File: config.mk
export PLATFORM = sky130hd
export DESIGN_NAME = decoder_scan_ctrl_flat
export DESIGN_NICKNAME = d
export VERILOG_FILES = /design/src/rtl/decoder_scan_ctrl_if.sv /design/src/rtl/decoder_scan_ctrl.sv /design/src/flat_wrapper.sv
export SDC_FILE = /design/constraint.sdc
export NUM_CORES = 1
export LEC_CHECK = 0
export BUFFER_PORTS_ARGS = -buffer_cell sky130_fd_sc_hd__buf_2
export CAP_MARGIN = 20
export CORE_MARGIN = 2
export CORE_UTILIZATION = 53
export DETAILED_ROUTE_END_ITERATION = 10
export GPL_ROUTABILITY_DRIVEN = 0
export HOLD_SLACK_MARGIN = 0.15
export PLACE_DENSITY = 0.73
export SKIP_CTS_REPAIR_TIMING = 1
export SLEW_MARGIN = 30
export SYNTH_ARGS = -nofsm -noshare
export SYNTH_HDL_FRONTEND = slang
export SYNTH_SLANG_ARGS = --single-unit
File: constraint.sdc
create_clock -name clk -period 3.3 [get_ports clk]
set_clock_uncertainty 0.2 [all_clocks]
set_input_delay 0.495 -clock clk [delete_from_list [all_inputs] [get_ports clk]]
set_output_delay 0.495 -clock clk [all_outputs]
set_load 0.05 [all_outputs]
File: src/rtl/decoder_scan_ctrl_if.sv
// decoder_scan_ctrl_if: scan-enable controls in, '139 select/enable and frame marker out.
interface decoder_scan_ctrl_if;
    logic       en;
    logic       hold;
    logic [3:0] mask;
    logic       g_n;
    logic       a;
    logic       b;
    logic [1:0] chan;
    logic       frame_start;
    modport master (output en, hold, mask, input g_n, a, b, chan, frame_start);
    modport slave (input en, hold, mask, output g_n, a, b, chan, frame_start);
endinterface

File: src/rtl/decoder_scan_ctrl.sv
// decoder_scan_ctrl: scans '139 channels 0..3 with blank-before-drive so selects move only while g_n=1.
module decoder_scan_ctrl #(
    parameter int DWELL_CYCLES = 1000,
    parameter int BLANK_CYCLES = 4,
    parameter int CNT_WIDTH    = 16
) (
    input logic                 clk,
    input logic                 rst_n,
    decoder_scan_ctrl_if.slave  bus
);
    typedef enum logic [1:0] {IDLE, BLANK, DRIVE} state_e;
    state_e               state_q;
    logic [CNT_WIDTH-1:0] cnt_q;
    logic [1:0]           chan_q;
    logic                 g_n_q;
    logic                 frame_q;
    logic                 first_q;
    logic [1:0]           low_chan;
    logic [1:0]           next_chan;
    always_comb begin
        low_chan = 2'd0;
        for (int i = 3; i >= 0; i--)
            if (bus.mask[i]) low_chan = 2'(i);
        next_chan = chan_q;
        for (int k = 3; k >= 1; k--)
            if (bus.mask[chan_q + 2'(k)]) next_chan = chan_q + 2'(k);
    end
    always_ff @(posedge clk) begin
        if (!rst_n) begin
            state_q <= IDLE;
            cnt_q   <= '0;
            chan_q  <= 2'd0;
            g_n_q   <= 1'b1;
            frame_q <= 1'b0;
            first_q <= 1'b0;
        end else if (!bus.en) begin
            state_q <= IDLE;
            cnt_q   <= '0;
            g_n_q   <= 1'b1;
            frame_q <= 1'b0;
        end else begin
            frame_q <= 1'b0;
            case (state_q)
                IDLE: if (|bus.mask) begin
                    chan_q  <= low_chan;
                    first_q <= 1'b1;
                    cnt_q   <= '0;
                    state_q <= BLANK;
                end
                BLANK: if (cnt_q == CNT_WIDTH'(BLANK_CYCLES - 1)) begin
                    cnt_q   <= '0;
                    g_n_q   <= 1'b0;
                    frame_q <= first_q;
                    first_q <= 1'b0;
                    state_q <= DRIVE;
                end else begin
                    cnt_q <= cnt_q + CNT_WIDTH'(1);
                end
                // first_q doubles as "frame pending" so a wrap is flagged on the next drive
                DRIVE: if (!bus.hold) begin
                    if (cnt_q == CNT_WIDTH'(DWELL_CYCLES - 1)) begin
                        cnt_q <= '0;
                        g_n_q <= 1'b1;
                        if (|bus.mask) begin
                            chan_q  <= next_chan;
                            first_q <= (next_chan <= chan_q);
                            state_q <= BLANK;
                        end else begin
                            state_q <= IDLE;
                        end
                    end else begin
                        cnt_q <= cnt_q + CNT_WIDTH'(1);
                    end
                end
                default: begin
                    state_q <= IDLE;
                    cnt_q   <= '0;
                    g_n_q   <= 1'b1;
                end
            endcase
        end
    end
    assign bus.g_n         = g_n_q;
    assign bus.a           = chan_q[0];
    assign bus.b           = chan_q[1];
    assign bus.chan        = chan_q;
    assign bus.frame_start = frame_q;
endmodule

File: src/flat_wrapper.sv
// flat-port wrapper written by rule: the top's interface ports become plain ports
module decoder_scan_ctrl_flat 
#(
    parameter int DWELL_CYCLES = 1000,
    parameter int BLANK_CYCLES = 4,
    parameter int CNT_WIDTH    = 16
)
  (clk, rst_n, bus_en, bus_hold, bus_mask, bus_g_n, bus_a, bus_b, bus_chan, bus_frame_start);
  decoder_scan_ctrl_if bus_i ();
  input logic clk;
  input logic rst_n;
  input wire logic [$bits(bus_i.en)-1:0] bus_en;
  input wire logic [$bits(bus_i.hold)-1:0] bus_hold;
  input wire logic [$bits(bus_i.mask)-1:0] bus_mask;
  output wire logic [$bits(bus_i.g_n)-1:0] bus_g_n;
  output wire logic [$bits(bus_i.a)-1:0] bus_a;
  output wire logic [$bits(bus_i.b)-1:0] bus_b;
  output wire logic [$bits(bus_i.chan)-1:0] bus_chan;
  output wire logic [$bits(bus_i.frame_start)-1:0] bus_frame_start;
  assign bus_i.en = bus_en;
  assign bus_i.hold = bus_hold;
  assign bus_i.mask = bus_mask;
  assign bus_g_n = bus_i.g_n;
  assign bus_a = bus_i.a;
  assign bus_b = bus_i.b;
  assign bus_chan = bus_i.chan;
  assign bus_frame_start = bus_i.frame_start;
  decoder_scan_ctrl #(.DWELL_CYCLES(DWELL_CYCLES), .BLANK_CYCLES(BLANK_CYCLES), .CNT_WIDTH(CNT_WIDTH)) u_core (.clk(clk), .rst_n(rst_n), .bus(bus_i));
endmodule
# [Word-level counts from Yosys, hierarchy flattened]
# Index checks and enable logic that the tools add are counted.
[totals] in_bits=8 output_inout_bits=6 regBits=23 word_cells=73
[op_classes] muxes=38 order_cmp=4 n_reduce_logical=11 addsub=4 n_eq_ne=9 bitwise=1
[ops] op="16-bit two-way mux" count=4
[ops] op="16-bit case mux with 3 select lines" count=1
[ops] op="2-bit two-way mux" count=15
[ops] op="16-bit by 1-bit adder with 16-bit output (second input constant)" count=1
[ops] op="16-bit by 10-bit equality test with 1-bit output (second input constant)" count=1
[ops] op="16-bit by 2-bit equality test with 1-bit output (second input constant)" count=1
[ops] op="4-bit AND reduction" count=3
[ops] op="1-bit two-way mux" count=11
[ops] op="2-bit by 3-bit < comparator with 1-bit output (second input constant)" count=3
[ops] op="2-bit by 1-bit != test with 1-bit output (second input constant)" count=4
[ops] op="7-bit AND reduction" count=1
[ops] op="1-bit binary-select mux with 2-bit select" count=3
[ops] op="1-bit case mux with 3 select lines" count=2
[ops] op="2-bit case mux with 3 select lines" count=1
[ops] op="6-bit AND reduction" count=1
[ops] op="2-bit adder (second input constant)" count=2
[ops] op="2-bit case mux with 2 select lines" count=1
[ops] op="2-bit AND reduction" count=2
[ops] op="4-bit OR reduction" count=1
[ops] op="3-bit nonzero test" count=1
[ops] op="2-bit by 1-bit adder with 2-bit output (second input constant)" count=1
[ops] op="2-bit by 1-bit equality test with 1-bit output (second input constant)" count=1
[ops] op="2-bit equality test (second input constant)" count=1
[ops] op="2-bit <= comparator" count=1
[ops] op="other kinds (4)" count=4

# [Longest topological paths before layout]
# Gate-level depths: netlist of the first run.
[logic_depth] word_depth=11 depth_mapped=9 depth_no_buf=9

# [Worst setup path after synthesis of the first run]
# Ideal clock, no wire load.
[synth_timing] path_type="register to register" from="reg u_core.chan_q[1] (netlist: u_core.bus.chan[1])" to="reg u_core.first_q" setup_time_ps=126 required_ps=2974 synth_period_minus_slack_ps=2267 t_arrival_ps=1941 n_path_buf=0 setup_slack_ps=1033 stages_incl_launch_ff=8 cell_sequence="dfxtp_1 nand2b_1 a21oi_1 a221oi_1 ha_1 a211o_1 o211ai_1 mux2i_1"
[synth_between] elab_chain_len=11 word_cells_on_any_way=17 cone_classes="3 x add/sub; 1 x order compare; 13 x mux"
[synth_rtl] item="start, declared" line_no="decoder_scan_ctrl.sv:14" source="logic [1:0] chan_q;"
[synth_rtl] item="start signal, assigned" line_no="decoder_scan_ctrl.sv:45" source="chan_q <= low_chan;"
[synth_rtl] item="start signal, assigned" line_no="decoder_scan_ctrl.sv:65" source="chan_q <= next_chan;"
[synth_rtl] item="2-bit adder" line_no="decoder_scan_ctrl.sv:26" source="if (bus.mask[chan_q + 2'(k)]) next_chan = chan_q + 2'(k);"
[synth_rtl] item="1-bit binary-select mux with 2-bit select" line_no="decoder_scan_ctrl.sv:26"
[synth_rtl] item="1-bit two-way mux (implied by the code)" line_no="decoder_scan_ctrl.sv:26"
[synth_rtl] item="2-bit two-way mux (3 in series)" line_no="decoder_scan_ctrl.sv:26"
[synth_rtl] item="2-bit <= comparator (*)" line_no="decoder_scan_ctrl.sv:66" source="first_q <= (next_chan <= chan_q);"
[synth_rtl] item="1-bit two-way mux (*)" line_no="decoder_scan_ctrl.sv:64" source="if (|bus.mask) begin"
[synth_rtl] item="1-bit two-way mux (*)" line_no="decoder_scan_ctrl.sv:61" source="if (cnt_q == CNT_WIDTH'(DWELL_CYCLES - 1)) begin"
[synth_rtl] item="1-bit two-way mux (*)" line_no="decoder_scan_ctrl.sv:60" source="DRIVE: if (!bus.hold) begin"
[synth_rtl] item="1-bit case mux with 3 select lines (*)" line_no="decoder_scan_ctrl.sv:43" source="case (state_q)"
[synth_rtl] item="end signal, assigned" line_no="decoder_scan_ctrl.sv:66"
[synth_rtl] item="end, declared" line_no="decoder_scan_ctrl.sv:17" source="logic first_q;"
# Mark *: on every way between the ends. The rest lies on a longest branch, timed or not. The select of a mux whose other input is x is not followed.
# A chain may end at the register's enable or synchronous reset.

# [Worst setup path in the final report of the first run]
[layout_timing] from="reg u_core.state_q[0]" to="reg u_core.state_q[0]"
[layout_between] elab_chain_len=3 word_cells_on_any_way=9 cone_classes="6 x eq/ne; 1 x mux; 2 x reduce/logical"
[layout_rtl] item="start, declared" line_no="decoder_scan_ctrl.sv:12" source="state_e state_q;"
[layout_rtl] item="start signal, assigned" line_no="decoder_scan_ctrl.sv:30" source="state_q <= IDLE;"
[layout_rtl] item="start signal, assigned" line_no="decoder_scan_ctrl.sv:37" source="state_q <= IDLE;"
[layout_rtl] item="start signal, assigned" line_no="decoder_scan_ctrl.sv:48" source="state_q <= BLANK;"
[layout_rtl] item="2-bit equality test, or another cell as far along" line_no="decoder_scan_ctrl.sv:43"
[layout_rtl] item="2-bit by 1-bit != test with 1-bit output (no source line) / 2-bit != test (equally long branches)"
[layout_rtl] item="4-bit AND reduction (no source line)"
# Parallel ways exist; a longest one is shown, timed or not.

==> impl_metrics.tcl, run 1 <==
set metrics [dict create \
    outcome "complete, no violations" \
    path_buf_inv 1 \
    cts_root_buffer "clkbuf_4" \
    hold_viol 0 \
    synth_top_cell_by_area "dfxtp_1" \
    ys.flop_type "dfxtp_1" \
    drt_iter0_drc 78 \
    critPathLaunchType "register" \
    worst_ep_required_time_ns 3.37 \
    tritoncts "yes" \
    cts.htree.levels 1 \
    clock_latency_ns 0.32 \
    groute.usage.overall_pct 21.4 \
    grt_pass1_vias 1240 \
    crit_chain "inv_1 -> ha_1 -> and2_1 -> nor3_1 -> or3b_1 -> a21oi_1" \
    syn-instance-count 169 \
    reg2reg_depth 6 \
    cap_violations 0 \
    finalWirelength_mm 3.20 \
    port_buffers 13 \
    maxSlewViolCount 0 \
    peakVddDrop_v 0.000298 \
    fin_crit_ns 2.51 \
    via_per_inst 6.24 \
    regToRegSetupSlack_ns 0.79 \
    dp_hpwl_mm 2.34 \
    top_level_ports 14 \
    vias 1317 \
    drive_above_1_share_pct 15.6 \
    critPathArrivalTime_ns 2.58 \
    synth_enable_flop_cells 0 \
    cp.depth 6 \
    seq_area_frac_synth_pct 31.3 \
    p_leak_nw 0.607 \
    layout_common_cells "23 x dfxtp_1, 16 x nor2_1, 15 x nand2_1, 13 x buf_2, 11 x a21oi_1" \
    p_total_w 0.000505 \
    rsz0062_at_grt "no" \
    worstSetupEndpoint "u_core.state_q[0]$_SDFFE_PN0P_" \
    power.density_nw_per_um2 323 \
    clk_path_buf_depth 2 \
    period_share_pct 76.1 \
    rr_endpoint "u_core.state_q[0]$_SDFFE_PN0P_" \
    setup_viol 0 \
    timing.rr.start "u_core.state_q[0]$_SDFFE_PN0P_" \
    firstDrtPassIters 4 \
    cts_buffers 3 \
    die_area_um2 3210 \
    overflow 0 \
    async_flop_share_pct 0 \
    dieWidth_um 56.6 \
    coreArea_um2 2690 \
    tns_ns 0 \
    cpLargestDelayFamily "simple AND/OR/NAND/NOR gates" \
    antenna_left 0 \
    drc_errors 0 \
    initial_core_util_pct 54.7 \
    final_common_cell "dfxtp_1" \
    yosysUniqueCellTypes 50 \
    synthesis.nets 184 \
    crit_start "u_core.state_q[0]$_SDFFE_PN0P_" \
    whs_ns 0.255 \
    avgSynthCellArea_um2 8.69 \
    slowest_delay_ns 0.54 \
    wl_per_cell_um 15.2 \
    syn_to_final_growth_pct 6.30 \
    slew_headroom_pct 60.0 \
    fin_util_pct 58.1 \
    critical-path-slowest-cell "nor3_1" \
    critPathMaxFanout 12 \
    antenna_found_initial 0 \
    dieHeight_um 56.6 \
    ys_warn_count 0 \
    worstSetupPathType "register to register" \
    fmax_mhz 398 \
    worst_pin_slew_ns 0.597 \
    layout.nets 196 \
    end_kind "register" \
    hold_class "register to register" \
    n_antenna_cell 0 \
    fillerInstances 242 \
    syn-cell-area_um2 1470 \
    grt_pass1_wl_mm 5.47 \
    ys_seq_elements 23 \
    synthTopCellsByArea "dfxtp_1 31%, ha_1 6.0%, xor2_1 6.0%" \
    netlist.area_leader.share_pct 31.3 \
    clkSinkCount 23 \
    path_clk_slew_ns 0.14 \
    grt_max_degree 15 \
    rows 19 \
]
-- cells in the mapped netlist (2+ instances only) --
| master | n |
|---|---|
| nand4_1 | 6 |
| nor4_4 | 3 |
| a21oi_1 | 11 |
| xor2_1 | 10 |
| nor3_1 | 3 |
| o211ai_1 | 3 |
| nor2_1 | 16 |
| a31oi_1 | 4 |
| o21ai_0 | 6 |
| buf_4 | 2 |
| and3_1 | 6 |
| clkbuf_1 | 2 |
| xnor2_1 | 2 |
| nor4_1 | 2 |
| a221oi_1 | 2 |
| nand3_1 | 3 |
| dfxtp_1 | 23 |
| ha_1 | 7 |
| or3_1 | 2 |
| and2_1 | 5 |
| nand2_1 | 15 |
| inv_1 | 8 |
-- routing by layer --
metal  wire length (um)  global-route usage, %  vias up
li1                   -                      -      640
met1               1420                   26.1      628
met2               1560                   37.9       45
met3                183                   5.53        4
met4                 32                   4.08        0
met5                  0                      0        -
-- worst min path at each step --
stage,start,end,slack (ns),depth (start not counted)
6_report,u_core.first_q$_SDFFE_PN0P_,u_core.bus.frame_start$_SDFF_PN0_,0.26,2
4_1_cts,u_core.first_q$_SDFFE_PN0P_,u_core.bus.frame_start$_SDFF_PN0_,0.26,2
5_1_grt,u_core.first_q$_SDFFE_PN0P_,u_core.bus.frame_start$_SDFF_PN0_,0.28,2
2_1_floorplan,u_core.first_q$_SDFFE_PN0P_,u_core.bus.frame_start$_SDFF_PN0_,0.21,2
3_5_place_dp,u_core.first_q$_SDFFE_PN0P_,u_core.bus.frame_start$_SDFF_PN0_,0.24,2
3_3_place_gp,u_core.first_q$_SDFFE_PN0P_,u_core.bus.frame_start$_SDFF_PN0_,0.23,2
-- area by class of cell --
| type | instances | area, um2 | area share, % |
|---|---|---|---|
| Clock buffer | 3 | 22.5 | 1.44 |
| Clock inverter | 1 | 5.00 | 0.321 |
| Inverter | 8 | 30.0 | 1.92 |
| Multi-Input combinational cell | 132 | 940 | 60.2 |
| Sequential cell | 23 | 460 | 29.5 |
| Tap cell | 31 | 38.8 | 2.48 |
| Timing Repair Buffer | 13 | 65.1 | 4.17 |
-- logic make-up (layout without fill, tap and decap cells) --
family / count (synthesis) / in the layout / synth area share (%)
AND/OR/NAND/NOR: 73 / 73 / 30.9
XOR/XNOR: 12 / 12 / 7.15
AO/OA/AOI/OAI: 39 / 39 / 19.3
multiplexers: 1 / 1 / 0.681
flip-flops: 23 / 23 / 31.3
adder cells (fa/ha/maj): 7 / 7 / 5.96
buffers and inverters: 14 / 25 / 4.68
-- flip-flops by register name (all words and copies together), names as in the netlist --
name and flops:
u_core.bus.g_n 1, u_core.cnt_q 16, u_core.state_q 2, u_core.bus.chan 2, u_core.first_q 1, u_core.bus.frame_start 1
-- worst reg2reg max path: cells and delay by family, from the launching register on --
kind / cells / cell delay, ns
buf+inv: 1 / 0.08
flops: 1 / 0.42
compound gates: 1 / 0.15
fa+ha+maj: 1 / 0.34
simple gates: 3 / 1.27
-- through the flow --
stage               area, um2  std cells  worst slack, ns
floorplan                1470        169             1.03
global placement         1530        207            0.946
detailed placement       1530        207            0.870
CTS                      1560        211            0.825
global route             1560        211            0.670
finish                   1560        211            0.788
-- where the power goes --
group	switching, W	leakage, nW	total, W	internal [W]
logic	0.0000523	0.403	0.0000806	0.0000283
clock network	0.0000906	0.0177	0.000136	0.0000454
registers	0.00000596	0.186	0.000288	0.000282
total	0.000149	0.607	0.000505	0.000356
No activity file was read; power rests on OpenSTA's default activity.
==> inputs of run 2 (changes only) <==
- CORE_UTILIZATION: 53 -> 52
- PLACE_DENSITY: 0.73 -> 0.74
- clock period: 3.3 -> 2.08 ns (I/O delays scaled with it)
==> run 2 against run 1 <==
  * Sequential power up 59%
  * Worst hold slack worse by 0.011 ns
  * Clock power up 54%
  * Count of clock-buffer cells in the layout unchanged
  * Highest routed layer unchanged
==> impl_metrics.tcl, run 2 (synthesis gave the netlist of run 1 again) <==
set metrics [dict create \
    layout.nets 208 \
    outcome "complete, no violations" \
    hold_viol 0 \
    dp_hpwl_mm 2.47 \
    cap_violations 0 \
    power.density_nw_per_um2 476 \
    path_clk_slew_ns 0.13 \
    final_common_cell "dfxtp_1" \
    setup_viol 0 \
    worst_ep_required_time_ns 2.08 \
    firstDrtPassIters 4 \
    grt_pass1_vias 1330 \
    tritoncts "yes" \
    n_antenna_cell 0 \
    drc_errors 0 \
    dieHeight_um 57.2 \
    hold_class "input port to register" \
    crit_start "u_core.cnt_q[12]$_SDFFE_PN0P_" \
    end_kind "register" \
    coreArea_um2 2710 \
    worst_pin_slew_ns 0.331 \
    cts_buffers 3 \
    top_level_ports 14 \
    antenna_found_initial 0 \
    die_area_um2 3270 \
    critPathLaunchType "register" \
    min_from "bus_mask[0]" \
    whs_ns 0.244 \
    grt_max_degree 15 \
    timing.rr.start "u_core.cnt_q[12]$_SDFFE_PN0P_" \
    worstSetupPathType "register to register" \
    grt_pass1_wl_mm 5.58 \
    via_per_inst 6.03 \
    clk_path_buf_depth 2 \
    fin_crit_ns 2.01 \
    antenna_left 0 \
    maxSlewViolCount 0 \
    layout_common_cells "17 x dfxtp_1, 16 x nor2_1, 15 x nand2_1, 13 x buf_2, 11 x a21oi_1" \
    rows 19 \
    vias 1344 \
    stdcell_area_um2 1710 \
    post_dp_cell_area_um2 1620 \
    cts.htree.levels 1 \
    port_buffers 13 \
    finalWirelength_mm 3.20 \
    dieWidth_um 57.2 \
    syn_to_final_growth_pct 16.1 \
    initial_core_util_pct 54.2 \
    peakVddDrop_v 0.000430 \
    largest_register "u_core.cnt_q" \
    overflow 0 \
    p_leak_nw 0.675 \
    wl_per_cell_um 14.3 \
    groute.usage.overall_pct 21.4 \
    drt_iter0_drc 73 \
    cts_root_buffer "clkbuf_4" \
    fmax_mhz 497 \
    largest_register_ffs 16 \
    slew_headroom_pct 77.9 \
    period_share_pct 96.8 \
    clock_latency_ns 0.32 \
    critPathArrivalTime_ns 2.01 \
    critPathMaxFanout 4 \
    drive_above_1_share_pct 25.5 \
    clkSinkCount 23 \
]
## run 2: changes by cell type in the layout (fill, tap and decap cells not counted), sizes merged
| cell | before | now |
|---|---|---|
| buf | 13 | 23 |
| dlygate4sd3 | 0 | 2 |
## run 2: per-stage QoR
step	utilization, %	worst slack [ns]	setup TNS (ns)	cells	power, W
after floorplan	-	0.0389	0	169	0.000560
after global placement	59.9	0.0623	0	217	0.000595
after detailed placement	59.9	-0.00699	-0.00699	217	0.000603
after CTS	60.9	0.0166	0	221	0.000811
after global routing	62.9	-0.0246	-0.0246	223	0.000851
final	62.9	0.0673	0	223	0.000811
## run 2: report_power, final
part / switching [W] / internal (W)
logic: 0.0000884 / 0.0000564
registers: 0.00000886 / 0.000448
clock network: 0.000137 / 0.0000721
## run 2: worst max-delay path: stages (launching register included)
cell	delay, ns
dfxtp_1	0.37
nor4_4	0.36
nand4_2	0.22
and2_1	0.25
o41ai_1	0.34
o211ai_1	0.15
## run 2: final cells by class
type,count,area [um2]
well taps,31,38.8
repair buffers,25,173
clock buffers,3,22.5
inverters,8,30.0
clock inverters,1,5.00
multi-input cells,132,966
fillers,235,1000
flip-flops and latches,23,470
## run 2: path summary, 6_finish.rpt
path         slack [ns]                                 to  cells past startpoint
max reg2reg        0.07        u_core.bus.g_n$_SDFFE_PN1P_                      5
min reg2reg        0.28  u_core.bus.frame_start$_SDFF_PN0_                      2
min                0.24    u_core.bus.chan[1]$_SDFFE_PN0P_                      4
max                0.07        u_core.bus.g_n$_SDFFE_PN1P_                      5
## run 2: layer usage
layer / vias to the layer above / global-route usage, % / wire (um)
met5: - / 0 / 0
li1: 664 / - / -
met4: 0 / 9.63 / 43
met3: 6 / 4.54 / 136
met1: 633 / 26.5 / 1380
met2: 41 / 35.6 / 1640
==> inputs of run 3 (changes only) <==
--- a/config.mk
+++ b/config.mk
@@ -10,3 +10,3 @@
 export CORE_MARGIN = 2
-export CORE_UTILIZATION = 52
+export CORE_UTILIZATION = 25
 export DETAILED_ROUTE_END_ITERATION = 10
@@ -14,3 +14,2 @@
 export HOLD_SLACK_MARGIN = 0.15
-export PLACE_DENSITY = 0.74
 export SKIP_CTS_REPAIR_TIMING = 1
--- a/constraint.sdc
+++ b/constraint.sdc
@@ -4,2 +4,2 @@
 set_output_delay 0.312 -clock clk [all_outputs]
-set_load 0.05 [all_outputs]
+set_load 0.01 [all_outputs]
==> run 3 against run 2 <==
  * Via count increased by 0.15%
  * Utilization decreased by 30 points
  * Flip-flop and latch count unchanged
  * Global-route usage decreased by 10 points
  * Wire length increased by 9.9%
  * Total power increased by 7.6%
  * Cell area increased by 9.0%
  * Critical path depth increased by 1
  * Critical path type unchanged
  * Largest cell class unchanged
==> impl_metrics.tcl, run 3 (synthesis gave the netlist of run 1 again) <==
set metrics [dict create \
    worstHoldEndpoint "u_core.first_q$_SDFFE_PN0P_" \
    path_buf_inv 1 \
    drc_errors 0 \
    power.density_nw_per_um2 469 \
    critical-path-slowest-cell "or3b_1" \
    vias 1346 \
    wl_per_cell_um 12.9 \
    cp.depth 6 \
    rows 27 \
    reg2reg_depth 6 \
    fmax_mhz 499 \
    worstHoldPathCells 3 \
    final_common_cell "buf_4" \
    largest_register_ffs 16 \
    dieHeight_um 80.7 \
    grt_max_degree 15 \
    hold_viol 0 \
    drive_above_1_share_pct 31.3 \
    stdcell_count 273 \
    overflow 0 \
    outcome "complete, no violations" \
    layout_common_cells "20 x buf_4, 17 x dfxtp_1, 16 x nor2_1, 15 x nand2_1, 13 x buf_2" \
    slowest_delay_ns 0.38 \
    p_leak_nw 0.726 \
    cts_root_buffer "clkbuf_8" \
    path_clk_slew_ns 0.09 \
    stdcell_area_um2 1860 \
    setup_viol 0 \
    fin_crit_ns 2.00 \
    pre_cts_slack_ns -0.0296 \
    port_buffers 13 \
    end_kind "register" \
    top_level_ports 14 \
    finalWirelength_mm 3.52 \
    dieWidth_um 80.7 \
    cpLargestDelayFamily "simple AND/OR/NAND/NOR gates" \
    tritoncts "yes" \
    regToRegSetupSlack_ns 0.08 \
    period_share_pct 96.4 \
    maxSlewViolCount 0 \
    die_area_um2 6500 \
    post_dp_cell_area_um2 1710 \
    place_inst 265 \
    cts.htree.levels 1 \
    min_from "rst_n" \
    worst_pin_slew_ns 0.380 \
    grt_pass1_wl_mm 5.76 \
    clock_latency_ns 0.27 \
    antenna_found_initial 0 \
    cts_buffers 3 \
    slew_headroom_pct 74.6 \
    timing.rr.start "u_core.cnt_q[12]$_SDFFE_PN0P_" \
    firstDrtPassIters 6 \
    layout.nets 217 \
    antenna_left 0 \
    largest_register "u_core.cnt_q" \
    initial_core_util_pct 26.4 \
    setup_ws_ns 0.0759 \
    critPathMaxFanout 3 \
    grt_pass1_vias 1255 \
    via_per_inst 4.93 \
    coreArea_um2 5570 \
    worst_ep_required_time_ns 2.08 \
    critPathLaunchType "register" \
    tns_ns 0 \
    critPathArrivalTime_ns 2.01 \
    cap_violations 0 \
    syn_to_final_growth_pct 26.6 \
    drt_iter0_drc 51 \
    groute.usage.overall_pct 11.3 \
    rr_endpoint "u_core.state_q[0]$_SDFFE_PN0P_" \
    dp_hpwl_mm 2.48 \
    crit_chain "nor4_4 -> and4_4 -> buf_4 -> o2bb2ai_2 -> or3b_1 -> a21oi_1" \
    clk_path_buf_depth 2 \
    n_antenna_cell 0 \
    hold_class "input port to register" \
    worstSetupPathType "register to register" \
    clkSinkCount 23 \
    peakVddDrop_v 0.000224 \
]
==> run 3: cell types whose count changed in the layout (fill, tap and decap cells not counted), moves of 2 or more <==
cell           previous run  this run
buf_4                     9        20
dlygate4sd3_1             2         0
clkbuf_8                  0         3
clkbuf_4                  3         0
==> run 3: cell type report <==
cell class,instances,area (um2)
Tap cell,72,90.1
Inverter,8,30.0
Clock inverter,1,5.00
Sequential cell,23,473
Fill cell,590,3710
Multi-Input combinational cell,132,985
Timing Repair Buffer,34,235
Clock buffer,3,41.3
==> run 3: metrics by stage <==
step / utilization, % / total power [W] / hold WS (ns)
2_1_floorplan: - / 0.000540 / 0.214
3_3_place_gp: 30.7 / 0.000581 / 0.237
3_5_place_dp: 30.7 / 0.000582 / 0.243
4_1_cts: 31.6 / 0.000872 / 0.155
5_1_grt: 33.4 / 0.000919 / 0.173
6_report: 33.4 / 0.000872 / 0.165
==> run 3: worst register-to-register path, stage by stage (launching register included) <==
cell	delay [ns]
dfxtp_4	0.37
nor4_4	0.36
and4_4	0.29
buf_4	0.11
o2bb2ai_2	0.09
or3b_1	0.38
a21oi_1	0.15
==> run 3: metal layers <==
| layer | global-route usage (%) | vias to the layer above | share of wire (%) |
|---|---|---|---|
| met5 | 0 | - | 0 |
| li1 | - | 681 | - |
| met4 | 2.71 | 0 | 1.7 |
| met3 | 3.37 | 7 | 5.2 |
| met1 | 15.5 | 625 | 50 |
| met2 | 17.3 | 33 | 43 |
==> run 3: worst max path at each step <==
stage / startpoint / to / slack, ns
3_3_place_gp: bus_mask[3] / u_core.first_q$_SDFFE_PN0P_ / -0.02
4_1_cts: u_core.bus.chan[1]$_SDFFE_PN0P_ / u_core.first_q$_SDFFE_PN0P_ / -0.06
5_1_grt: u_core.cnt_q[12]$_SDFFE_PN0P_ / u_core.first_q$_SDFFE_PN0P_ / -0.01
6_report: u_core.cnt_q[12]$_SDFFE_PN0P_ / u_core.state_q[0]$_SDFFE_PN0P_ / 0.08
2_1_floorplan: u_core.state_q[0]$_SDFFE_PN0P_ / u_core.cnt_q[15]$_SDFFE_PN0P_ / 0.04
3_5_place_dp: bus_mask[3] / u_core.first_q$_SDFFE_PN0P_ / -0.03
==> run 3: power breakdown <==
part | total [W] | leakage (nW) | switching (W) | internal (W)
combinational | 0.000127 | 0.511 | 0.0000686 | 0.0000583
clock | 0.000290 | 0.0255 | 0.000156 | 0.000134
sequential | 0.000455 | 0.189 | 0.00000929 | 0.000446
total | 0.000872 | 0.726 | 0.000234 | 0.000638
